<file path="config.mk">
export PLATFORM = sky130hd
export DESIGN_NAME = alu_control_unit_flat
export DESIGN_NICKNAME = d
export VERILOG_FILES = /design/src/rtl/alu_control_unit_if.sv /design/src/rtl/alu_control_unit.sv /design/src/flat_wrapper.sv
export SDC_FILE = /design/constraint.sdc
export NUM_CORES = 1
export LEC_CHECK = 0
export BUFFER_PORTS_ARGS = -buffer_cell sky130_fd_sc_hd__buf_4
export CORE_AREA = 3 3 74 76
export DETAILED_ROUTE_END_ITERATION = 12
export DIE_AREA = 0 0 77 79
export PLACE_DENSITY_LB_ADDON = 0.05
export SYNTH_ARGS = -nofsm -noshare
export SYNTH_HDL_FRONTEND = slang
export SYNTH_SLANG_ARGS = --single-unit
</file>
<file path="constraint.sdc">
create_clock -name clk -period 2.48 [get_ports clk]
set_clock_uncertainty 0.1 [all_clocks]
set_input_delay 0.496 -clock clk [delete_from_list [all_inputs] [get_ports clk]]
set_output_delay 0.496 -clock clk [all_outputs]
set_load 0.02 [all_outputs]
</file>
<file path="src/rtl/alu_control_unit_if.sv">
// ----------------------------------------------------------------------------
// alu_control_unit_if
// Bundles the signals between the ALU sequencer and its surroundings.
//   master : the sequencer (alu_control_unit)
//            in : run, rom_data, CF_in, ZF_in
//            out: rom_addr, f, write_cz, load_a, load_b, imm_en, imm,
//                 out_strobe, halted
//   slave  : the surrounding datapath / ROM / testbench (directions mirrored)
// ----------------------------------------------------------------------------
interface alu_control_unit_if #(
    parameter int PC_W = 8
);
    logic            run;
    logic [PC_W-1:0] rom_addr;
    logic [7:0]      rom_data;
    logic            CF_in;
    logic            ZF_in;
    logic [2:0]      f;
    logic            write_cz;
    logic            load_a;
    logic            load_b;
    logic            imm_en;
    logic [7:0]      imm;
    logic            out_strobe;
    logic            halted;

    modport master (
        input  run, rom_data, CF_in, ZF_in,
        output rom_addr, f, write_cz, load_a, load_b, imm_en, imm,
               out_strobe, halted
    );

    modport slave (
        output run, rom_data, CF_in, ZF_in,
        input  rom_addr, f, write_cz, load_a, load_b, imm_en, imm,
               out_strobe, halted
    );
endinterface

</file>
<file path="src/rtl/alu_control_unit.sv">
// ----------------------------------------------------------------------------
// alu_control_unit
// Instruction sequencer for the 8-bit CPU. Fetches 8-bit instructions from a
// synchronous-read program ROM, decodes them and issues one cycle of ALU /
// register-file strobes per instruction. Conditional jumps consume the ALU's
// registered carry/zero flags.
// Ports:
//   clk  : system clock, rising edge
//   rst  : synchronous active-high reset
//   bus  : alu_control_unit_if.master (run, ROM address/data, flags in,
//          ALU function select, strobes, immediate, halted)
// Instruction set (IR[7:5]):
//   000 ALU f=IR[4:2] dst=IR[1] cz=IR[0] | 001 LDI dst=IR[0], +imm
//   010 JMP imm | 011 JC imm | 100 JZ imm | 101 OUT | 110 NOP | 111 HLT
// ----------------------------------------------------------------------------
module alu_control_unit #(
    parameter int              PC_W     = 8,
    parameter logic [PC_W-1:0] RESET_PC = 8'h00
) (
    input  logic                clk,
    input  logic                rst,
    alu_control_unit_if.master  bus
);

    localparam logic [2:0] OP_ALU = 3'b000;
    localparam logic [2:0] OP_LDI = 3'b001;
    localparam logic [2:0] OP_JMP = 3'b010;
    localparam logic [2:0] OP_JC  = 3'b011;
    localparam logic [2:0] OP_JZ  = 3'b100;
    localparam logic [2:0] OP_OUT = 3'b101;
    localparam logic [2:0] OP_HLT = 3'b111;

    typedef enum logic [2:0] {
        S_IDLE,
        S_FETCH,
        S_DECODE,
        S_FETCH_OP,
        S_OPERAND,
        S_EXEC,
        S_HALT
    } state_t;

    state_t          r_state, w_state_next;
    logic [PC_W-1:0] r_pc,    w_pc_next;
    logic [7:0]      r_ir,    w_ir_next;
    logic [7:0]      r_imm,   w_imm_next;

    logic [2:0]      w_f;
    logic            w_write_cz, w_load_a, w_load_b, w_imm_en, w_out_strobe;

    // In DECODE the opcode is still on the ROM bus (IR loads at the end of
    // this cycle), so the branch decision looks at rom_data directly.
    logic [2:0]      w_dec_op;
    logic            w_dec_two_byte;
    logic [2:0]      w_ir_op;

    assign w_dec_op       = bus.rom_data[7:5];
    assign w_dec_two_byte = (w_dec_op == OP_LDI) || (w_dec_op == OP_JMP) ||
                            (w_dec_op == OP_JC)  || (w_dec_op == OP_JZ);
    assign w_ir_op        = r_ir[7:5];

    always_ff @(posedge clk) begin
        if (rst) begin
            r_state <= S_IDLE;
            r_pc    <= RESET_PC;
            r_ir    <= 8'h00;
            r_imm   <= 8'h00;
        end else begin
            r_state <= w_state_next;
            r_pc    <= w_pc_next;
            r_ir    <= w_ir_next;
            r_imm   <= w_imm_next;
        end
    end

    always_comb begin
        w_state_next = r_state;
        w_pc_next    = r_pc;
        w_ir_next    = r_ir;
        w_imm_next   = r_imm;
        w_f          = 3'b000;
        w_write_cz   = 1'b0;
        w_load_a     = 1'b0;
        w_load_b     = 1'b0;
        w_imm_en     = 1'b0;
        w_out_strobe = 1'b0;

        case (r_state)
            S_IDLE: begin
                if (bus.run) w_state_next = S_FETCH;
            end
            S_FETCH: begin
                w_state_next = S_DECODE;
            end
            S_DECODE: begin
                w_ir_next = bus.rom_data;
                w_pc_next = r_pc + 1'b1;
                if (w_dec_two_byte)          w_state_next = S_FETCH_OP;
                else if (w_dec_op == OP_HLT) w_state_next = S_HALT;
                else                         w_state_next = S_EXEC;
            end
            S_FETCH_OP: begin
                w_state_next = S_OPERAND;
            end
            S_OPERAND: begin
                w_imm_next   = bus.rom_data;
                w_pc_next    = r_pc + 1'b1;
                w_state_next = S_EXEC;
            end
            S_EXEC: begin
                w_state_next = S_FETCH;
                case (w_ir_op)
                    OP_ALU: begin
                        w_f        = r_ir[4:2];
                        w_write_cz = r_ir[0];
                        w_load_a   = ~r_ir[1];
                        w_load_b   = r_ir[1];
                    end
                    OP_LDI: begin
                        // f=001 passes bBus straight through to cBus.
                        w_f      = 3'b001;
                        w_imm_en = 1'b1;
                        w_load_a = ~r_ir[0];
                        w_load_b = r_ir[0];
                    end
                    OP_JMP: w_pc_next = PC_W'(r_imm);
                    OP_JC:  if (bus.CF_in) w_pc_next = PC_W'(r_imm);
                    OP_JZ:  if (bus.ZF_in) w_pc_next = PC_W'(r_imm);
                    OP_OUT: w_out_strobe = 1'b1;
                    default: ;
                endcase
            end
            S_HALT: begin
                w_state_next = S_HALT;
            end
            default: w_state_next = S_IDLE;
        endcase
    end

    assign bus.rom_addr   = r_pc;
    assign bus.imm        = r_imm;
    assign bus.f          = w_f;
    assign bus.write_cz   = w_write_cz;
    assign bus.load_a     = w_load_a;
    assign bus.load_b     = w_load_b;
    assign bus.imm_en     = w_imm_en;
    assign bus.out_strobe = w_out_strobe;
    assign bus.halted     = (r_state == S_HALT);

endmodule

</file>
<file path="src/flat_wrapper.sv">
// flat-port wrapper written by rule: the top's interface ports become plain ports
module alu_control_unit_flat 
#(
    parameter int              PC_W     = 8,
    parameter logic [PC_W-1:0] RESET_PC = 8'h00
)
  (clk, rst, bus_run, bus_rom_data, bus_CF_in, bus_ZF_in, bus_rom_addr, bus_f, bus_write_cz, bus_load_a, bus_load_b, bus_imm_en, bus_imm, bus_out_strobe, bus_halted);
  alu_control_unit_if #(.PC_W(PC_W)) bus_i ();
  input  logic clk;
  input  logic rst;
  input wire logic [$bits(bus_i.run)-1:0] bus_run;
  input wire logic [$bits(bus_i.rom_data)-1:0] bus_rom_data;
  input wire logic [$bits(bus_i.CF_in)-1:0] bus_CF_in;
  input wire logic [$bits(bus_i.ZF_in)-1:0] bus_ZF_in;
  output wire logic [$bits(bus_i.rom_addr)-1:0] bus_rom_addr;
  output wire logic [$bits(bus_i.f)-1:0] bus_f;
  output wire logic [$bits(bus_i.write_cz)-1:0] bus_write_cz;
  output wire logic [$bits(bus_i.load_a)-1:0] bus_load_a;
  output wire logic [$bits(bus_i.load_b)-1:0] bus_load_b;
  output wire logic [$bits(bus_i.imm_en)-1:0] bus_imm_en;
  output wire logic [$bits(bus_i.imm)-1:0] bus_imm;
  output wire logic [$bits(bus_i.out_strobe)-1:0] bus_out_strobe;
  output wire logic [$bits(bus_i.halted)-1:0] bus_halted;
  assign bus_i.run = bus_run;
  assign bus_i.rom_data = bus_rom_data;
  assign bus_i.CF_in = bus_CF_in;
  assign bus_i.ZF_in = bus_ZF_in;
  assign bus_rom_addr = bus_i.rom_addr;
  assign bus_f = bus_i.f;
  assign bus_write_cz = bus_i.write_cz;
  assign bus_load_a = bus_i.load_a;
  assign bus_load_b = bus_i.load_b;
  assign bus_imm_en = bus_i.imm_en;
  assign bus_imm = bus_i.imm;
  assign bus_out_strobe = bus_i.out_strobe;
  assign bus_halted = bus_i.halted;
  alu_control_unit #(.PC_W(PC_W), .RESET_PC(RESET_PC)) u_core (.clk(clk), .rst(rst), .bus(bus_i));
endmodule
</file>
==> run metrics <==
Cell Pwr Density=505 mW/mm2; routed wire length=3.92 mm; endpoints failing setup=0; pin count of the biggest net entering global routing=29; CTS Buffer Depth=2; Antenna Diode Count=0; maximum vdd drop=174 uV; I/O Pins=38; critical path's slowest cell=dfxtp_2; Avg Cell Area, Syn=8.90 um2; via-per-instance ratio=4.98; EDFF count, synth=0; nets=210; die height=79 um; Ys Warns=0; CTS Root Cell=clkbuf_8; Max-Cap Viols=0; H-tree Lvls=1; crit path DAT=1.76 ns; met2 WL=1.83 mm; Worst Path Required=1.88 ns; leakage power=0.693 nW; DP HPWL=2.86 mm; top routing layer used=met4; CP peak stage delay=0.46 ns; Tcrit/Tclk final=95.2%; Total GRT Usage=13.5%; DR WL/cell=15.0 um; Met1 Wirelength=1.87 mm; global-route wire length before repair=6.65 mm; via count=1304; status=completed; number of global-route vias before repair=1319; Antenna Nets Post-Route=0; Clk Latency, worst-skew pair=0.28 ns; largest fanout on the critical path=9; Core Util, Final=38.1%; Iter 0 DRT Violations=60; Slew Viols, Final=0; Die X=77 um; hold buffer count at cts=0; post-synthesis sequential area ratio=37.2%; Tmin final=2.36 ns; TritonRoute pass-1 iters=4; share of cells above drive strength 1=27.7%; Netlist cell types=48; TritonCTS clock tree=done; final hold violations=0; clock tree sinks=27; Worst-Margin Slew=0.549 ns; Placeable Area=0.00479 mm2; Initial Utilization=30.3%; total gr overflow=0; maximum clock frequency=424 MHz; CP startpoint kind=flop; Hold/Removal Path Class=in2reg; postcts setup bufs=0; CP cell instances=nand3b_4 -> or3_4 -> nor2_1 -> and2_1 -> buf_4; Placement Rows=25; Worst-path clk slew=0.09 ns; die area=0.00608 mm2; Slew headroom=63.4%; Hold Path Cell Cnt=3; TritonCTS Buffers=3; Setup CP Type=reg2out; initial antenna violation count=0; GP Congestion=0.742; reg2reg path depth=4; total power=0.000920 W; Setup crit end kind=primary output; Post-Syn Area=0.00145 mm2; port bufs=37; Mapped Nets=177; Synth Flop Type=dfxtp_1; Mapped Cells=163; #FFs+latches synth=27; Final TNS setup=0 ns; P&R area growth vs syn=25.5%; met3 WL post-DR=146 um; Fill cells=513; DRC=0; fraction of registers with async set/reset=0%
==> layout by cell type (no fill, tap or decap), types with 2 or more instances in the layout <==
master and instances:
buf_4 38, nor2_1 28, dfxtp_1 24, mux2i_1 18, nand2_1 9, a21oi_1 9, and2_1 5, nor3_1 4
a31oi_1 4, inv_1 3, and3_1 3, clkbuf_8 3, dfxtp_2 3, and4_1 2, nand3b_1 2, nand4_1 2
nand3_1 2, a311oi_1 2, o21ai_0 2, o211ai_1 2
==> critical path, delay by kind of cell (launching register included) <==
family	cells	cell delay, ns
AND/OR/NAND/NOR	4	0.89
buffers and inverters	1	0.14
flip-flops	1	0.46
==> worst paths after layout <==
| kind | start | end | slack (ns) |
|---|---|---|---|
| setup / recovery | u_core.r_state[2]$_SDFFE_PP0P_ | bus_f[2] | 0.12 |
| hold / removal | bus_rom_data[3] | u_core.r_ir[3]$_SDFFE_PP0P_ | 0.36 |
| setup reg to reg | u_core.r_state[2]$_SDFFE_PP0P_ | u_core.bus.rom_addr[0]$_SDFFE_PP0P_ | 0.56 |
| hold reg to reg | u_core.r_ir[1]$_SDFFE_PP0P_ | u_core.r_ir[1]$_SDFFE_PP0P_ | 0.40 |
==> where the power goes <==
group          internal [W]  switching (W)
clock              0.000115       0.000141
combinational     0.0000795      0.0000943
sequential         0.000457      0.0000324
==> final cells by class <==
type                            count  area [um2]  area share (%)
Sequential cell                    27         544            29.9
Clock buffer                        4        45.0            2.47
Multi-Input combinational cell    123         852            46.8
Timing Repair Buffer               38         285            15.7
Inverter                            3        11.3           0.618
Tap cell                           67        83.8            4.60
==> registers in the layout, indices dropped and copies added (netlist names) <==
register / flops
u_core.bus.rom_addr: 8
u_core.r_ir: 8
u_core.r_state: 3
u_core.bus.imm: 8
==> synthesized netlist by cell type (2+ instances only) <==
library cell / count / area (um2)
a31oi_1: 4 / 25.0
nand4_1: 2 / 12.5
inv_1: 3 / 11.3
o211ai_1: 2 / 15.0
and4_1: 2 / 17.5
nand3b_1: 2 / 15.0
a21oi_1: 9 / 45.0
o21ai_0: 2 / 10.0
buf_2: 3 / 15.0
nand2_1: 9 / 33.8
buf_4: 3 / 22.5
and2_1: 5 / 31.3
dfxtp_1: 27 / 541
nor2_1: 28 / 105
or3_1: 2 / 12.5
clkbuf_1: 4 / 15.0
and3_1: 3 / 18.8
mux2i_1: 18 / 180
nand3_1: 2 / 10.0
a311oi_1: 2 / 17.5
nor3_1: 4 / 20.0
==> stage by stage <==
stage                     setup slack (ns)  instance area, um2  hold WS [ns]  cells
final                                0.120                1820         0.362    262
after CTS                          0.00243                1820         0.358    262
after global routing              -0.00165                1820         0.371    262
after floorplan                      0.497                1450         0.352    163
after detailed placement             0.242                1770         0.387    258
after global placement               0.312                1770         0.378    258
==> cell families after synthesis <==
family                     Yosys count  share of synthesized area [%]
adders and majority gates            1                          0.862
DFF                                 27                           37.2
and+or+nand+nor                     73                           29.0
muxes                               19                           13.2
AOI/OAI and AO/OA                   30                           15.3
buffers and inverters               13                           4.40
==> metal layers <==
metal  vias to the layer above  track usage, %
met3                         7            2.27
met2                        27            22.1
li1                        653               -
met5                         -               0
met4                         0            5.34
met1                       617            17.8
==> repair_timing <==
item / in CTS / in global routing
gates cloned: 0 / 0
resized for setup: 2 / 2
pin swaps: 0 / 0
hold endpoints to repair: 0 / 0
setup endpoints to repair: 3 / 3
Note: power is estimated with default switching activity, not from simulation.
